**src/rtl/muldiv_unit_if.sv**
```systemverilog
// Request/response bundle between the EX stage and the multiply/divide unit.
// The pipeline drives START/KILL/OP/DATA1/DATA2 and receives RESULT/BUSY/VALID.
interface muldiv_unit_if #(
  parameter int WIDTH = 32
);
  logic             START;
  logic             KILL;
  logic [2:0]       OP;
  logic [WIDTH-1:0] DATA1;
  logic [WIDTH-1:0] DATA2;
  logic [WIDTH-1:0] RESULT;
  logic             BUSY;
  logic             VALID;

  modport master (
    output START, KILL, OP, DATA1, DATA2,
    input  RESULT, BUSY, VALID
  );

  modport slave (
    input  START, KILL, OP, DATA1, DATA2,
    output RESULT, BUSY, VALID
  );
endinterface

```
**src/rtl/muldiv_unit.sv**
```systemverilog
// Multi-cycle RV32M multiply/divide unit.
// Multiply: operands are held for MUL_CYCLES cycles, and the product is taken on the last one.
// Divide: restoring radix-2 on magnitudes, one quotient bit per cycle, then one sign-fix cycle.
// Divide by zero and signed overflow skip the iteration and finish one cycle after the start.
module muldiv_unit #(
  parameter int WIDTH      = 32,
  parameter int MUL_CYCLES = 2
) (
  input logic          CLK,
  input logic          RESET,
  muldiv_unit_if.slave bus
);

  localparam int CNT_W = $clog2(WIDTH + 1);
  localparam logic [WIDTH-1:0] MOST_NEG = {1'b1, {(WIDTH-1){1'b0}}};

  typedef enum logic [1:0] {S_IDLE, S_MUL, S_DIV, S_DONE} state_t;

  state_t           r_state;
  logic [1:0]       r_fn;      // funct3[1:0] of the op in flight
  logic [WIDTH-1:0] r_a;       // multiplicand, or dividend/quotient shift register
  logic [WIDTH-1:0] r_b;       // multiplier, or divisor magnitude
  logic [WIDTH-1:0] r_rem;     // partial remainder
  logic [WIDTH-1:0] r_result;
  logic [CNT_W-1:0] r_cnt;
  logic             r_neg_q;
  logic             r_neg_r;
  logic             r_busy;
  logic             r_valid;

  // Launch-side decode, evaluated on the live request inputs.
  logic             w_accept;
  logic             w_sdiv_in;
  logic             w_neg_a_in;
  logic             w_neg_b_in;
  logic             w_div0;
  logic             w_ovf;
  logic [WIDTH-1:0] w_mag_a;
  logic [WIDTH-1:0] w_mag_b;

  assign w_accept   = bus.START && !bus.KILL && (r_state == S_IDLE || r_state == S_DONE);
  assign w_sdiv_in  = !bus.OP[0];  // DIV/REM are signed, DIVU/REMU are not
  assign w_neg_a_in = w_sdiv_in && bus.DATA1[WIDTH-1];
  assign w_neg_b_in = w_sdiv_in && bus.DATA2[WIDTH-1];
  assign w_mag_a    = w_neg_a_in ? -bus.DATA1 : bus.DATA1;
  assign w_mag_b    = w_neg_b_in ? -bus.DATA2 : bus.DATA2;
  assign w_div0     = (bus.DATA2 == '0);
  assign w_ovf      = w_sdiv_in && (bus.DATA1 == MOST_NEG) && (bus.DATA2 == '1);

  // Multiply datapath on the held operands. MUL/MULH sign-extend both operands,
  // MULHSU only the first, MULHU neither; the low 2*WIDTH bits are exact either way.
  logic                 w_sa;
  logic                 w_sb;
  logic [2*WIDTH-1:0]   w_ext_a;
  logic [2*WIDTH-1:0]   w_ext_b;
  logic [2*WIDTH-1:0]   w_prod;
  logic [WIDTH-1:0]     w_mul_res;

  assign w_sa      = (r_fn != 2'b11);
  assign w_sb      = !r_fn[1];
  assign w_ext_a   = {{WIDTH{w_sa && r_a[WIDTH-1]}}, r_a};
  assign w_ext_b   = {{WIDTH{w_sb && r_b[WIDTH-1]}}, r_b};
  assign w_prod    = w_ext_a * w_ext_b;
  assign w_mul_res = (r_fn == 2'b00) ? w_prod[WIDTH-1:0] : w_prod[2*WIDTH-1:WIDTH];

  // Divide datapath: one restoring step and the final sign fix.
  logic [WIDTH:0]   w_shift;
  logic [WIDTH:0]   w_trial;
  logic [WIDTH-1:0] w_div_res;

  assign w_shift   = {r_rem, r_a[WIDTH-1]};
  assign w_trial   = w_shift - {1'b0, r_b};
  assign w_div_res = r_fn[1] ? (r_neg_r ? -r_rem : r_rem)
                             : (r_neg_q ? -r_a   : r_a);

  // Single-process FSM: control state, datapath registers and registered handshake outputs.
  // NOTE: every register here uses <= so all updates take the values from before the edge;
  // a blocking = would let later statements see half-updated state and break the shift/subtract step.
  always_ff @(posedge CLK or posedge RESET) begin
    if (RESET) begin
      r_state  <= S_IDLE;
      r_fn     <= '0;
      r_a      <= '0;
      r_b      <= '0;
      r_rem    <= '0;
      r_result <= '0;
      r_cnt    <= '0;
      r_neg_q  <= 1'b0;
      r_neg_r  <= 1'b0;
      r_busy   <= 1'b0;
      r_valid  <= 1'b0;
    end else begin
      r_valid <= 1'b0;
      case (r_state)
        S_IDLE, S_DONE: begin
          r_state <= S_IDLE;
          r_busy  <= 1'b0;
          if (w_accept) begin
            r_fn   <= bus.OP[1:0];
            r_busy <= 1'b1;
            if (!bus.OP[2]) begin
              r_state <= S_MUL;
              r_a     <= bus.DATA1;
              r_b     <= bus.DATA2;
              r_cnt   <= CNT_W'(MUL_CYCLES - 1);
            end else begin
              r_state <= S_DIV;
              r_b     <= w_mag_b;
              if (w_div0) begin
                // Preload the architectural answers; the sign-fix cycle passes them through.
                r_a     <= '1;
                r_rem   <= bus.DATA1;
                r_cnt   <= '0;
                r_neg_q <= 1'b0;
                r_neg_r <= 1'b0;
              end else if (w_ovf) begin
                r_a     <= bus.DATA1;
                r_rem   <= '0;
                r_cnt   <= '0;
                r_neg_q <= 1'b0;
                r_neg_r <= 1'b0;
              end else begin
                r_a     <= w_mag_a;
                r_rem   <= '0;
                r_cnt   <= CNT_W'(WIDTH);
                r_neg_q <= w_neg_a_in ^ w_neg_b_in;
                r_neg_r <= w_neg_a_in;
              end
            end
          end
        end

        S_MUL: begin
          if (bus.KILL) begin
            r_state <= S_IDLE;
            r_busy  <= 1'b0;
          end else if (r_cnt == '0) begin
            r_result <= w_mul_res;
            r_state  <= S_DONE;
            r_busy   <= 1'b0;
            r_valid  <= 1'b1;
          end else begin
            r_cnt <= r_cnt - CNT_W'(1);
          end
        end

        S_DIV: begin
          if (bus.KILL) begin
            r_state <= S_IDLE;
            r_busy  <= 1'b0;
          end else if (r_cnt == '0) begin
            r_result <= w_div_res;
            r_state  <= S_DONE;
            r_busy   <= 1'b0;
            r_valid  <= 1'b1;
          end else begin
            r_rem <= w_trial[WIDTH] ? w_shift[WIDTH-1:0] : w_trial[WIDTH-1:0];
            r_a   <= {r_a[WIDTH-2:0], !w_trial[WIDTH]};
            r_cnt <= r_cnt - CNT_W'(1);
          end
        end

        default: begin
          r_state <= S_IDLE;
          r_busy  <= 1'b0;
        end
      endcase
    end
  end

  assign bus.RESULT = r_result;
  assign bus.BUSY   = r_busy;
  assign bus.VALID  = r_valid;

endmodule

```
**src/flat_wrapper.sv**
```systemverilog
// flat-port wrapper written by rule: the top's interface ports become plain ports
module muldiv_unit_flat 
#(
  parameter int WIDTH      = 32,
  parameter int MUL_CYCLES = 2
)
  (CLK, RESET, bus_START, bus_KILL, bus_OP, bus_DATA1, bus_DATA2, bus_RESULT, bus_BUSY, bus_VALID);
  muldiv_unit_if #(.WIDTH(WIDTH)) bus_i ();
  input logic CLK;
  input logic RESET;
  input wire logic [$bits(bus_i.START)-1:0] bus_START;
  input wire logic [$bits(bus_i.KILL)-1:0] bus_KILL;
  input wire logic [$bits(bus_i.OP)-1:0] bus_OP;
  input wire logic [$bits(bus_i.DATA1)-1:0] bus_DATA1;
  input wire logic [$bits(bus_i.DATA2)-1:0] bus_DATA2;
  output wire logic [$bits(bus_i.RESULT)-1:0] bus_RESULT;
  output wire logic [$bits(bus_i.BUSY)-1:0] bus_BUSY;
  output wire logic [$bits(bus_i.VALID)-1:0] bus_VALID;
  assign bus_i.START = bus_START;
  assign bus_i.KILL = bus_KILL;
  assign bus_i.OP = bus_OP;
  assign bus_i.DATA1 = bus_DATA1;
  assign bus_i.DATA2 = bus_DATA2;
  assign bus_RESULT = bus_i.RESULT;
  assign bus_BUSY = bus_i.BUSY;
  assign bus_VALID = bus_i.VALID;
  muldiv_unit #(.WIDTH(WIDTH), .MUL_CYCLES(MUL_CYCLES)) u_core (.CLK(CLK), .RESET(RESET), .bus(bus_i));
endmodule
```
**config.mk**
```make
export PLATFORM = sky130hd
export DESIGN_NAME = muldiv_unit_flat
export DESIGN_NICKNAME = d
export VERILOG_FILES = /design/src/rtl/muldiv_unit_if.sv /design/src/rtl/muldiv_unit.sv /design/src/flat_wrapper.sv
export SDC_FILE = /design/constraint.sdc
export NUM_CORES = 2
export LEC_CHECK = 0
export CAP_MARGIN = 20
export CORE_ASPECT_RATIO = 1.25
export CORE_MARGIN = 2
export CORE_UTILIZATION = 25
export CTS_CLUSTER_DIAMETER = 80
export DETAILED_ROUTE_END_ITERATION = 16
export GPL_TIMING_DRIVEN = 0
export HOLD_SLACK_MARGIN = 0.08
export PLACE_DENSITY = 0.5
export SLEW_MARGIN = 20
export SYNTH_ARGS = -nofsm -noshare
export SYNTH_HDL_FRONTEND = slang
export SYNTH_SLANG_ARGS = --single-unit
```
**constraint.sdc**
```tcl
create_clock -name CLK -period 11.2 [get_ports CLK]
set_input_delay 1.12 -clock CLK [delete_from_list [all_inputs] [get_ports CLK]]
set_output_delay 1.12 -clock CLK [all_outputs]
set_load 0.02 [all_outputs]
```
Yosys cells after proc, flatten, opt, wreduce, memory -nomap -nowiden. Cells that the tools add are included.

$add $sub $neg: 6. Multipliers: 1. Divide/modulo/power cells: 0. Magnitude comparators: 0. Eq/ne operators: 16. Shift operators: 0. Multiplexer cells: 49. Bitwise operators: 1. Reduce and logical (&&, ||, !) cells: 27.

Operator list (count): two-way mux 32 bit (23); case mux 32 bit (2 select lines) (3); negation 32 bit (4); == test 32 bit (second input constant) (2); multiplier 33 x 33 -> 64 bit (1); two-way mux 6 bit (6); subtractor 33 x 32 -> 33 bit (1); zero test 32 bit (1); inequality test 2 bit (second input constant) (7); case mux 6 bit (2 select lines) (1); two-way mux 1 bit (10); AND reduction 5 bit (2); logical AND 1 bit (8); two-way mux 2 bit (4); zero test 6 bit (1); inequality test 2 x 1 -> 1 bit (second input constant) (3); AND reduction 3 bit (2); subtractor 6 x 1 -> 6 bit (second input constant) (1); == test 2 bit (second input constant) (2); zero test 1 bit (4); zero test 2 bit (2); case mux 2 bit (2 select lines) (1); AND reduction 4 bit (1); nonzero test 2 bit (2); 7 further kinds (8).

Bits in registers: 142. Latch bits: 0. Bits in writable memories: 0. Bits in read-only memories: 0. Input bits: 71. Output and inout bits: 34. Word-level logic and storage cells: 111. Memories: 0.

Depth between registers and ports, before layout.
Depth in word-level cells: 8. Mapped depth: 32. Mapped depth without buffers: 29.

Worst setup path after synthesis. OpenSTA, ideal clock, no wires.

Path type: reg2reg. From: register u_core.r_a[31]. To: register u_core.r_result[28], in the netlist u_core.bus.RESULT[28]. Library setup time: 0.077 ns. Data arrival time: 8.317 ns. Required time: 11.123 ns. Setup slack: 2.806 ns. Stages on the path, launching flop included: 32. Path buffers: 4. Period minus slack after synthesis: 8.394 ns. Cell sequence: dfrtp_1 -> clkbuf_1 -> inv_1 -> a21oi_1 -> clkbuf_1 -> clkbuf_1 -> nand2_1 -> fa_1 -> fa_1 -> inv_1 -> fa_1 -> inv_1 -> fa_1 -> inv_1 -> fa_1 -> fa_1 -> inv_1 -> fa_1 -> fa_1 -> inv_1 -> ha_1 -> clkbuf_1 -> a21o_1 -> a21o_1 -> a21oi_1 -> inv_1 -> a31oi_1 -> inv_1 -> o41ai_1 -> xnor2_1 -> nand2_1 -> a21oi_1.

Longest elaborated chain between the ends: 6.

RTL lines: start, declared (line muldiv_unit.sv:21) `logic [WIDTH-1:0] r_a;`; start signal, assigned (line muldiv_unit.sv:103) `r_a <= bus.DATA1;`; start signal, assigned (line muldiv_unit.sv:117) `r_a <= bus.DATA1;`; start signal, assigned (line muldiv_unit.sv:123) `r_a <= w_mag_a;`; logical AND 1 bit (line muldiv_unit.sv:61) `assign w_ext_a = {{WIDTH{w_sa && r_a[WIDTH-1]}}, r_a};`; multiplier 33 x 33 -> 64 bit (*) (line muldiv_unit.sv:63) `assign w_prod = w_ext_a * w_ext_b;`; two-way mux 32 bit (*) (line muldiv_unit.sv:64) `assign w_mul_res = (r_fn == 2'b00) ? w_prod[WIDTH-1:0] : w_prod[2*WIDTH-1:WIDTH];`; two-way mux 32 bit (*) (line muldiv_unit.sv:137) `end else if (r_cnt == '0) begin`; two-way mux 32 bit (*) (line muldiv_unit.sv:134) `if (bus.KILL) begin`; case mux 32 bit (2 select lines) (*) (line muldiv_unit.sv:94) `case (r_state)`; end signal, assigned (line muldiv_unit.sv:138) `r_result <= w_mul_res;`; end signal, assigned (line muldiv_unit.sv:152) `r_result <= w_div_res;`; end, declared (line muldiv_unit.sv:24) `logic [WIDTH-1:0] r_result;`.

Every way passes the cells marked *; elsewhere a longest branch is shown, timed or not. The select of a mux whose other input is x is not followed. A chain may end at the register's enable or synchronous reset.

Worst setup path in the final report.
From: register u_core.r_a[31]. To: register u_core.r_result[26], in the netlist u_core.bus.RESULT[26].

The elaborated chain is that of the path after synthesis.

==> run summary <==
Site Rows -> 182
First-pass GRT wire length -> 321000 microns
Synthesis warning total -> 0
Crit path arrival time -> 11180 ps
Crit path max-delay family -> adder cells
Worst EP required -> 11570 ps
Core area -> 0.196 sq mm
Worst R2R Setup Slack -> 390 ps
Vias -> 41000
Port Buffers -> 102
Critical path's largest stage delay -> 910 ps
Gr usage total -> 22.4%
Die Width -> 401 microns
Area of the die -> 0.200 sq mm
Final setup fails -> 0
Register bit total from synthesis -> 142
Crit share post-route -> 96.5%
Status -> finished, final reports clean
Crit path kind -> register to register
IO Pins -> 105
Placed cell areas -> 0.0536 sq mm
Residual DRC -> 0
Routed WL per cell -> 26.6 microns
Final Hold Fails -> 0
Slew HR -> 16.2%
Vias in the first global route -> 44000
Worst-path clk slew -> 70 ps
Clock latency on the worst-skew pair -> 510 ps
Clock root cell -> clkbuf_16
Share of the synthesized area in the top cell type -> 45.8%
Maximum clock frequency -> 92.5 MHz
Synth cell types -> 88
Primary FF master, synth -> dfrtp_1
Largest net degree at the start of global routing -> 83
Setup repair bufs after CTS -> 0
Reg2Reg Depth -> 30
H-tree Lvls -> 4
Crit path launch type -> register
Post-synthesis async set-or-reset flop share -> 100%
Clock buffer depth -> 2
Post-layout nets -> 7228
Hold EP -> u_core.bus.RESULT[16]
Register area share after synthesis -> 7.22%
Initial core utilization -> 25.1%
Hold path start -> u_core.bus.RESULT[16]
# hold bufs at CTS -> 0
CP Depth -> 30
Vias per cell -> 4.89
Worst reg2reg endpoint -> u_core.bus.RESULT[26]
Layout Skew -> 18.1 ps
Synth area leaders -> fa_1 46%, inv_1 8.8%, dfrtp_1 7.2%
MaxCap Viol Count -> 0
Net count after synthesis -> 7100
Die Height -> 500 microns
Syn_area_per_cell -> 8.71 sq um
Worst Setup End Kind -> register
GPL Wtd Cong -> 0.979
P&R area growth vs syn -> 10.3%
Initial antenna violation count -> 20
CTS tree -> built
Buf/Inv on CP -> 10
DRT iter0 DRCs -> 3691
Detail Placement HPWL -> 191000 microns
RSZ-0062 raised after global routing -> no
CTS Sinks -> 142
EDFF count, synth -> 0
Mapped cell area -> 0.0492 sq mm
Worst slew pin tran -> 1260 ps
Worst Hold Path Cells -> 2
Slew Limit Fails -> 0
Fin area -> 0.0543 sq mm
HP Class -> register to register
Critical Path Most Common Cell -> fa_1
Area leader, netlist -> fa_1
Critical Path Fanout Max -> 11
TritonCTS Buffers -> 17
Post-DRT Antenna Nets -> 0
Reg-to-reg startpoint -> u_core.r_a[31]
Critical path's slowest cell -> fa_1
Final wirelength -> 223000 microns
Cells after Synth -> 5649
Minimum clock period -> 10810 ps
Share of layout cells above drive strength 1 -> 2.04%
1st-pass router iterations -> 5
Remaining global-route overflow -> 0
timing repair:
| action | in CTS | in global routing |
|---|---|---|
| endpoints found under the setup margin | 9 | 7 |
| pin swaps | 0 | 0 |
| resized for setup | 1 | 5 |
| gates cloned | 0 | 0 |
| hold endpoints to repair | 0 | 0 |
worst max-delay path by stage:
stage                    from                     to
5_1_grt        u_core.r_a[31]  u_core.bus.RESULT[31]
3_5_place_dp   u_core.r_a[31]  u_core.bus.RESULT[30]
6_report       u_core.r_a[31]  u_core.bus.RESULT[26]
3_3_place_gp   u_core.r_a[31]  u_core.bus.RESULT[30]
4_1_cts        u_core.r_a[31]  u_core.bus.RESULT[31]
2_1_floorplan  u_core.r_a[31]  u_core.bus.RESULT[28]
tightest hold or removal path: stages, from the launching register on:
cell and delay [ps]:
dfrtp_1 350, nand2_1 50, o21ai_0 70
logic make-up after synthesis:
group,Yosys count,synth area share (%)
compound gates,693,8.72
buf+inv,1500,11.6
flops,142,7.22
xor+xnor,213,3.79
mux,20,0.409
fa+ha+maj,1380,52.3
simple gates,1701,16.0
registers in the layout, indices dropped and copies added (netlist names), 2 cells and up:
register           count
u_core.bus.RESULT     32
u_core.r_a            32
u_core.r_b            32
u_core.r_cnt           6
u_core.r_fn            2
u_core.r_rem          32
u_core.r_state         2
metrics by stage:
step	hold slack (ps)	setup WS [ps]	cells	util, %	setup TNS (ps)
floorplan	463	2810	5649	-	0
global placement	476	-499	8327	27.3	-3470
detailed placement	481	-274	8332	27.3	-1480
CTS	509	81.9	8364	27.6	0
global route	539	14.4	8366	27.7	0
finish	504	388	8371	27.7	0
area by class of cell:
type	instances	area [sq um]
fill	21200	142000
multi-input combinational	4007	40000
inverter	1156	4350
sequential	142	3550
tap	2576	3220
buffer	344	1380
timing repair buffer	109	1140
clock buffer	17	425
clock inverter	15	205
antenna	5	12.5
cell usage after synthesis (18+ instances only):
cell type	number
a31oi_1	32
o22ai_1	36
dfrtp_1	142
nor3_1	28
o21ai_0	206
nand3_1	55
ha_1	254
nand2_1	923
nor2_1	197
o31ai_1	38
xnor2_1	131
and2_1	317
a211oi_1	18
a21o_1	42
fa_1	1126
or3_1	20
clkbuf_1	283
nor4_1	21
nand2b_1	22
nand4_1	28
and3_1	24
a21oi_1	184
buf_1	43
mux2i_1	19
xor2_1	82
inv_1	1155
layer usage:
metal	global-route usage, %	share of wire, %	vias to the layer above	routed length [microns]
met5	0	0.012	-	27
met4	14.7	7.9	4	17700
met3	2.97	6.4	502	14200
met2	37.1	47	1781	105000
met1	27.2	39	21300	85800
li1	-	-	17400	-
cell usage in the layout, fill, tap and decap left out, types with 11 or more instances in the layout:
cell | netlist | routed
xnor2_1 | 131 | 131
or4_1 | 12 | 12
o21ai_0 | 206 | 206
nor3_1 | 28 | 27
a21o_1 | 42 | 42
fa_1 | 1126 | 1125
nor2b_1 | 12 | 12
mux2i_1 | 19 | 19
ha_1 | 254 | 254
and2_1 | 317 | 317
xor2_1 | 82 | 82
and3_1 | 24 | 24
o41ai_1 | 15 | 15
nor2_1 | 197 | 197
nand2_1 | 923 | 923
dfrtp_1 | 142 | 142
nor4_1 | 21 | 20
clkdlybuf4s50_1 | 0 | 102
o31ai_1 | 38 | 38
buf_1 | 43 | 43
o21a_1 | 11 | 11
o21ai_1 | 13 | 12
nand3_1 | 55 | 55
buf_2 | 11 | 11
nand2b_1 | 22 | 22
nand4_1 | 28 | 28
inv_1 | 1155 | 1153
a31oi_1 | 32 | 32
clkbuf_16 | 0 | 17
a21oi_1 | 184 | 184
a211oi_1 | 18 | 18
o22ai_1 | 36 | 36
clkbuf_2 | 0 | 19
or3_1 | 20 | 20
clkbuf_1 | 283 | 264
Power is not shown: default switching activity piles up to over one toggle a cycle in this logic, so the estimate is an artifact.
